[config.mk]
export PLATFORM = sky130hd
export DESIGN_NAME = ksa_swap_fsm
export DESIGN_NICKNAME = d
export VERILOG_FILES = /design/src/rtl/ksa_pkg.sv /design/src/rtl/ksa_swap_fsm.sv
export SDC_FILE = /design/constraint.sdc
export NUM_CORES = 1
export LEC_CHECK = 0
export ABC_AREA = 1
export CORE_UTILIZATION = 52
export CTS_BUF_LIST = sky130_fd_sc_hd__clkbuf_8
export CTS_CLUSTER_SIZE = 40
export DETAILED_ROUTE_END_ITERATION = 12
export PLACE_DENSITY = 0.79
export SLEW_MARGIN = 20
export SYNTH_ARGS = -nofsm -noshare
export SYNTH_HDL_FRONTEND = slang
export SYNTH_SLANG_ARGS = --single-unit
export TNS_END_PERCENT = 5
[constraint.sdc]
create_clock -name clk -period 4.75 [get_ports clk]
set_clock_uncertainty 0.2 [all_clocks]
set_input_delay 0.7125 -clock clk [delete_from_list [all_inputs] [get_ports clk]]
set_output_delay 0.7125 -clock clk [all_outputs]
set_load 0.02 [all_outputs]
[src/rtl/ksa_pkg.sv]
// ksa_pkg: state encoding and memory geometry shared by the RC4 key-scheduling swap sequencer.
// Revision 1.0 - initial release.
`default_nettype none

package ksa_pkg;

  typedef enum logic [2:0] {
    IDLE  = 3'd0,
    RD_I  = 3'd1,
    GET_I = 3'd2,
    RD_J  = 3'd3,
    GET_J = 3'd4,
    WR_I  = 3'd5,
    WR_J  = 3'd6,
    DONE  = 3'd7
  } ksa_state_t;

  localparam int ADDR_W            = 8;
  localparam int DATA_W            = 8;
  localparam int MEM_DEPTH         = 256;
  localparam int DEFAULT_KEY_BYTES = 3;

endpackage

`default_nettype wire

[src/rtl/ksa_swap_fsm.sv]
// ksa_swap_fsm: RC4 key-scheduling swap loop over a 256-byte single-port S memory.
// Revision 1.0 - initial release.
`default_nettype none

module ksa_swap_fsm
  import ksa_pkg::*;
#(
  parameter int KEY_BYTES = DEFAULT_KEY_BYTES
) (
  input  logic                      clk,
  input  logic                      reset,
  input  logic                      start,
  input  logic [8*KEY_BYTES-1:0]    key,
  input  logic [DATA_W-1:0]         rd_data,
  output logic [ADDR_W-1:0]         mem_addr,
  output logic [DATA_W-1:0]         wr_data,
  output logic                      wr_en,
  output logic                      busy,
  output logic                      done
);

  localparam int KIDX_W = (KEY_BYTES > 1) ? $clog2(KEY_BYTES) : 1;
  localparam logic [KIDX_W-1:0] KIDX_LAST = KIDX_W'(KEY_BYTES - 1);
  localparam logic [ADDR_W-1:0] I_LAST    = ADDR_W'(MEM_DEPTH - 1);

  ksa_state_t          state;
  logic [ADDR_W-1:0]   i;
  logic [ADDR_W-1:0]   j;
  logic [KIDX_W-1:0]   kidx;
  logic [DATA_W-1:0]   si;
  logic [DATA_W-1:0]   sj;
  logic [DATA_W-1:0]   key_byte;

  // Byte 0 of the key sits in the most significant position.
  assign key_byte = key[8*(KEY_BYTES-1-int'(kidx)) +: 8];

  always_ff @(posedge clk) begin
    if (reset) begin
      state <= IDLE;
      i     <= '0;
      j     <= '0;
      kidx  <= '0;
      si    <= '0;
      sj    <= '0;
    end else begin
      case (state)
        IDLE, DONE: begin
          if (start) begin
            i     <= '0;
            j     <= '0;
            kidx  <= '0;
            state <= RD_I;
          end
        end
        RD_I:  state <= GET_I;
        GET_I: begin
          si    <= rd_data;
          j     <= j + rd_data + key_byte;
          state <= RD_J;
        end
        RD_J:  state <= GET_J;
        GET_J: begin
          sj    <= rd_data;
          state <= WR_I;
        end
        WR_I:  state <= WR_J;
        WR_J: begin
          if (i == I_LAST) begin
            state <= DONE;
          end else begin
            i     <= i + ADDR_W'(1);
            kidx  <= (kidx == KIDX_LAST) ? '0 : kidx + KIDX_W'(1);
            state <= RD_I;
          end
        end
        default: state <= IDLE;
      endcase
    end
  end

  // Port is driven to zero whenever the sequencer does not own the memory.
  always_comb begin
    mem_addr = '0;
    wr_data  = '0;
    wr_en    = 1'b0;
    case (state)
      RD_I:    mem_addr = i;
      RD_J:    mem_addr = j;
      WR_I: begin
        mem_addr = i;
        wr_data  = sj;
        wr_en    = 1'b1;
      end
      WR_J: begin
        mem_addr = j;
        wr_data  = si;
        wr_en    = 1'b1;
      end
      default: ;
    endcase
  end

  assign busy = (state != IDLE) && (state != DONE);
  assign done = (state == DONE);

endmodule

`default_nettype wire

### Word level (Yosys, flattened, before mapping)

Index checks and enable logic that the tools add are counted.
W data, S select, Z words.

| word-level totals | value |
|---|---|
| output and inout port bits | 19 |
| register bits after elaboration | 37 |

| operators by class | value |
|---|---|
| equal/unequal tests | 12 |
| shift-type cells | 1 |
| add/sub/neg operators | 5 |
| reduce and logical (&&, ||, !) cells | 11 |
| muxes and demuxes | 14 |

Operators with widths:

| kind | number |
|---|---|
| $pmux W8 S2 | 4 |
| $shiftx A24 B6 Y8 | 1 |
| $pmux W3 S7 | 1 |
| $add A8 B8 Y8 | 2 |
| $mux W8 | 2 |
| $eq A3 B3 Y1 const B | 4 |
| $add A8 B1 Y8 const B | 1 |
| $eq A8 B8 Y1 const B | 1 |
| $reduce_or A2 Y1 | 4 |
| $eq A3 B2 Y1 const B | 2 |
| $mux W2 | 3 |
| $mux W3 | 2 |
| $ne A2 B2 Y1 const B | 2 |
| $pmux W2 S2 | 1 |
| $reduce_bool A2 Y1 | 2 |
| $eq A3 B1 Y1 const B | 1 |
| $logic_not A3 Y1 | 1 |
| $ne A3 B3 Y1 const B | 1 |
| $reduce_and A3 Y1 | 1 |
| $reduce_bool A3 Y1 | 1 |
| $sub A2 B2 Y3 const A | 1 |
| $add A2 B1 Y2 const B | 1 |
| $eq A2 B2 Y1 const B | 1 |
| $reduce_and A2 Y1 | 1 |
| other kinds (2) | 2 |

### Logic depth before layout (Yosys ltp)

| logic depth | value |
|---|---|
| depth after elaboration | 4 |
| depth in mapped cells | 20 |
| depth with buffers taken out | 18 |

### Least setup slack after synthesis

No wires, ideal clock.

| timing | value |
|---|---|
| path kind | register -> register |
| from | register kidx[0] |
| to | register j[7] |
| cell stages (with the launch flop) | 18 |
| period minus slack after synthesis | 3317 ps |
| required time | 4418 ps |
| setup time | 132 ps |
| path buffers | 2 |
| arrival | 2985 ps |
| path slack | 1433 ps |
| cells stage by stage | dfxtp_1 inv_1 buf_1 ha_1 buf_2 nand2_1 o22ai_1 nor3_1 fa_1 ha_1 inv_1 fa_1 inv_1 nand4_1 nand3_1 nand3_1 nand3_1 a21oi_1 |

| on the way | value |
|---|---|
| word-level cells in the longest chain between the ends | 4 |

RTL lines:

| element | RTL line | text |
|---|---|---|
| start: declaration | ksa_swap_fsm.sv:29 | `logic [KIDX_W-1:0] kidx;` |
| start signal: assignment | ksa_swap_fsm.sv:72 | `kidx <= (kidx == KIDX_LAST) ? '0 : kidx + KIDX_W'(1);` |
| $sub A2 B2 Y3 | ksa_swap_fsm.sv:35 | `assign key_byte = key[8*(KEY_BYTES-1-int'(kidx)) +: 8];` |
| $shiftx A24 B6 Y8 | ksa_swap_fsm.sv:35 |  |
| $add A8 B8 Y8 | ksa_swap_fsm.sv:58 | `j <= j + rd_data + key_byte;` |
| $pmux W8 S2 | ksa_swap_fsm.sv:46 | `case (state)` |
| end signal: assignment | ksa_swap_fsm.sv:58 |  |
| end: declaration | ksa_swap_fsm.sv:28 | `logic [ADDR_W-1:0] j;` |

Every way passes these cells.
A chain may end at the register's enable or synchronous reset.

### Final worst setup path

Same ends and word-level chain as after synthesis.

==> metrics.txt <==
Mapped Area 2420 sq um; flops & latches, synth 37; crit-path max FO 14; Clock Path Buffers 2; post-route ant nets 0; Max Fclk between 200 and 300 MHz; root buffer cell clkbuf_8; DP Wirelength 4.75 mm; largest net degree at the start of global routing 21; Avg WL per Cell 13.5 um; Period minus WS final between 3 and 4 ns; setup_tns 0 ns; Nets 459; ranking of synthesized cells by area dfxtp_1 31%, nand2_1 9.5%, o21ai_0 9.1%, inv_1 8.9%, a21oi_1 7.3%; starting density of the core 0.547; Filler cells 376; layout cells sized above 1 0.0541; H-tree depth 2; post-layout util 0.700; VDD IR max 0.000123 V; most frequent cell after synthesis nand2_1; share of the synthesized area in the top cell type 0.307; min-delay worst type reg -> reg; first-pass detailed-route iteration total 5; GR Overflow Total 0; Netlist cell types 31; Mean Syn Cell Area 6.79 sq um; final hold vios 0; clock power share 0.340; vias in the first global route 2,335; Resized Gates After CTS 0; Internal 583 uW; top post-synthesis cells by count 61 x nand2_1, 57 x inv_1, 44 x o21ai_0; Post-synth EDFFs 0; WP data required between 4 and 5 ns; Gate power share 0.254; initial antenna violation count 0; gr usage total 0.268; Num CTS Buffers 5; final setup vio count 0; Post-synth ARST share 0; leakage power total 0.00132 uW; Crit Path Category reg -> reg; Port Buffers between 50 and 60; Slew Viols, Final 0; Syn. warnings 0; Post-CTS Repair Setup Buffers 0; CP Capture Type flop; Arr. time, crit path ~3.7 ns; Initial DRC Count 130; register area share after synthesis 0.307; DR vias/cell about 5.4; switching share of power 0.303; clk sinks 37; Die X 70.2 um; Seq pwr share 0.406; Inserted Diodes 0; Synth area leader dfxtp_1; top_reg_cell synth dfxtp_1; Vias 2,482; Slew headroom 0.549; DRC viols 0; RSZ-0062 raised after global routing false; syn_nets slightly above 400; die height 70.2 um; Area Overhead vs Synth 27.9%; # hold bufs at CTS 0; num ports 54; Worst Tran Pin Value 0.674 ns; final WL roughly 6.2 mm; TritonCTS clock tree yes; power per cell area 271 nW/um^2; Setup crit start kind flop; outcome finished clean; Reg clk slew, reported paths 0.08 ns; Core Rows 24; sw power roughly 250 uW; Pwr Total about 840 uW; Core Box Area 4410 sq um; part of the cycle the worst path needs 0.775; Routability Congestion 0.879; maxcap violations 0; Clock Latency Late Sink approximately 0.29 ns; DIE AREA 4920 sq um; instance count of the mapped netlist 356; global-route wire length before repair 10.5 mm
-- worst paths after layout --
path | startpoint | to | slack (ns) | depth (start not counted)
max reg2reg | kidx[0]$_SDFFE_PP0P_ | j[7]$_SDFFE_PP0P_ | 1.07 | 16
min | si[3]$_SDFFE_PP0P_ | si[3]$_SDFFE_PP0P_ | 0.25 | 2
max | kidx[0]$_SDFFE_PP0P_ | j[7]$_SDFFE_PP0P_ | 1.07 | 16
min reg2reg | si[3]$_SDFFE_PP0P_ | si[3]$_SDFFE_PP0P_ | 0.25 | 2
-- power groups by stage --
stage | Combinational, uW | Clock [uW] | Sequential (uW)
after floorplan | 139 | 0 | 344
after global placement | 208 | 0 | 347
after detailed placement | 210 | 0 | 347
after CTS | 212 | 289 | 340
after global routing | 242 | 301 | 342
final | 213 | 284 | 340
-- cell usage in the layout (no fill, tap or decap), drive strengths merged, types with 8 or more instances in the layout --
| cell type | netlist | routed |
|---|---|---|
| nand2 | 64 | 64 |
| inv | 61 | 62 |
| clkdlybuf4s50 | 0 | 53 |
| o21ai | 45 | 45 |
| dfxtp | 37 | 37 |
| a21oi | 35 | 35 |
| nor2 | 34 | 34 |
| nand3 | 20 | 20 |
| ha | 10 | 10 |
| fa | 8 | 8 |
-- critical path, stage by stage (launching register included) --
cell and delay [ns]:
dfxtp_1 0.49, inv_1 0.25, ha_1 0.50, nand2_1 0.15, o22ai_1 0.16, nor3_1 0.09
fa_1 0.49, ha_1 0.20, inv_1 0.07, fa_1 0.35, inv_1 0.11, nand4_1 0.10
nand3_1 0.13, inv_1 0.05, nand2_1 0.06, nand3_1 0.07, a21oi_1 0.14
-- stage by stage --
step                      hold slack (ns)  cell area [sq um]  std cells  worst slack [ns]
after floorplan                     0.225               2420        356              1.43
after global placement              0.236               2970        451              1.32
after detailed placement            0.243               2970        451              1.13
after CTS                           0.255               3090        459              1.12
after global routing                0.281               3090        459             0.715
final                               0.251               3090        459              1.07
-- routing by layer --
metal  track usage  up-vias  routed length, um
met5             0        -                  0
met4        0.0867        0                 83
met3        0.0418       10                331
met2         0.454       87               2930
met1         0.349     1128               2820
li1              -     1257                  -
-- layout make-up --
class	count	area [sq um]	area share
Timing Repair Buffer	54	538	0.174
Clock buffer	6	82.6	0.0267
Inverter	61	231	0.0749
Tap cell	52	65.1	0.0211
Multi-Input combinational cell	247	1400	0.453
Clock inverter	2	33.8	0.0109
Sequential cell	37	741	0.240
-- flip-flops by register name, indices dropped and copies added (netlist names) --
name	cells
j	8
state	3
kidx	2
si	8
i	8
sj	8
-- kinds of logic after synthesis --
logic type                 count (synthesis)  synth area share
AOI/OAI and AO/OA                         94             0.206
xor gates and xnor gates                   3            0.0109
adders and majority gates                 18             0.118
buffers and inverters                     72             0.114
DFF                                       37             0.307
and+or+nand+nor                          132             0.244
Power figures use the tool's default switching activity.
==> variant (same settings) <==
The package constant `DEFAULT_KEY_BYTES` goes from 3 to 6.
--- a/src/rtl/ksa_pkg.sv
+++ b/src/rtl/ksa_pkg.sv
@@ -18,7 +18,7 @@
   localparam int ADDR_W            = 8;
   localparam int DATA_W            = 8;
   localparam int MEM_DEPTH         = 256;
-  localparam int DEFAULT_KEY_BYTES = 3;
+  localparam int DEFAULT_KEY_BYTES = 6;
 
 endpackage
 
Ports: changed (resized key); port bits go from 54 to 78. The function was not compared with the original's and may differ.
==> variant against the original RTL <==
Power is 16% higher. Clock power is 18% lower. Setup slack better by 0.0011 ns. Routed wire length is 20% higher. Final cell count is 18% higher. Synthesized cell count is 14% higher. Synthesized area is 11% higher. Combinational power is 77% higher. Sequential cell count is 1 higher. Critical path type unchanged. Non-clock buffer count is 24 higher. Final area is 16% higher. Critical path depth is 2 higher. Sequential share of layout area is 2.7 points lower.
==> variant: results (changes against the original RTL) <==
Cells and area
  – Layout Nets: 551 (was 459)
  – FF/Latch Area: 761 um2 (was 741 um2)
  – Signal buf overhead: 0.218 (was 0.174)
  – Logic inverters: 65 (was 61)
  – Fraction of layout cells with a size suffix above 1: 0.0526 (was 0.0541)
  – Clock tree cell share of total cell area: 0.0255 (was 0.0377)
  – Layout area overhead: 33.0% (was 27.9%)
  – Comb_multi_in: 286 (was 247)

Pwr
  – Internal power: 614 uW (was 583 uW)
  – Sequential Power Share: 0.372 (was 0.406)
  – Pleak: 1.53 nW (was 1.32 nW)
  – Clock network fraction of design power: 0.239 (was 0.340)
  – Max VDD drop: 0.166 mV (was 0.123 mV)

Placement
  – Dpl ws: 1.12 ns (was 1.13 ns)
  – Port Buffers: 77 (was 53)
  – Dpl cell area: 3480 um2 (was 2970 um2)
  – Gpl congestion: 0.887 (was 0.879)

Critical path
  – Setup crit start: kidx[1]$_SDFFE_PP0P_ (was kidx[0]$_SDFFE_PP0P_)
  – Worst path max stage delay: 0.48 ns (was 0.50 ns)
  – Slowest-stage cell, CP: fa_1 (was ha_1)
  – CP max FO: 10 (was 14)
  – Reg2reg path depth: 18 (was 16)

Hold path
  – HP Start: i[2]$_SDFFE_PP0P_ (was si[3]$_SDFFE_PP0P_)
  – Hold depth: 1 (was 2)
  – Worst Hold End: i[2]$_SDFFE_PP0P_ (was si[3]$_SDFFE_PP0P_)

Routing
  – WL/cell: 13.7 um (was 13.5 um)
  – Via count: 2933 (was 2482)
  – Via-per-instance ratio: 5.41 (about the same)
  – Number of DRC markers in iteration 0: 184 (was 130)

Synthesis
  – Sequential area share after synthesis: 0.283 (was 0.307)
  – Avg Cell Area, Syn: 6.64 um2 (was 6.79 um2)
  – Synth cell count leaders: o21ai_0, inv_1, nand2_1 (was nand2_1, inv_1, o21ai_0)
  – XOR/XNOR Fraction of Synth Area: 0.0130 (was 0.0109)
  – Post-synthesis adder-cell area fraction: 0.106 (was 0.118)
  – Flops & latches, synth: 38 (was 37)
  – Synth Area in Compound Gates: 0.264 (was 0.206)
  – Syn nets: 482 (was 409)

Global route
  – Vias in the first global route: 2660 (was 2335)
  – Tot GR Track Use: 0.290 (was 0.268)
  – Global-route wire length before repair: 12.2 mm (was 10.5 mm)

Run status
  – Status: finished clean (unchanged)

Timing
  – Actual slew at the worst max-slew pin: 0.810 ns (was 0.674 ns)
  – Worst hold slack: 0.252 ns (was 0.251 ns)
  – Final period util: 0.775 (about the same)

Floorplanning
  – Die X: 73.9 um (was 70.2 um)
variant: cell count changes after synthesis, moves of 2 or more:
| cell | unedited run | this run |
|---|---|---|
| or2_2 | 1 | 4 |
| o21ai_0 | 44 | 67 |
| nand3_2 | 0 | 2 |
| a21oi_1 | 35 | 38 |
| clkbuf_1 | 7 | 11 |
| a22oi_1 | 3 | 0 |
| buf_2 | 3 | 5 |
| nand2_1 | 61 | 57 |
| o21a_1 | 1 | 4 |
| nor2_4 | 2 | 0 |
| nand4_1 | 5 | 1 |
| inv_1 | 57 | 62 |
| nor2_1 | 30 | 40 |
| o22ai_1 | 7 | 10 |
variant: routing by layer:
layer  GRT usage  wire [um]  vias up  share of wire
li1            -          -     1467              -
met1       0.363       3280     1362           0.44
met2       0.512       3720       91           0.50
met3      0.0521        331       13          0.045
met4      0.0726        106        0          0.014
met5           0          0        -              0
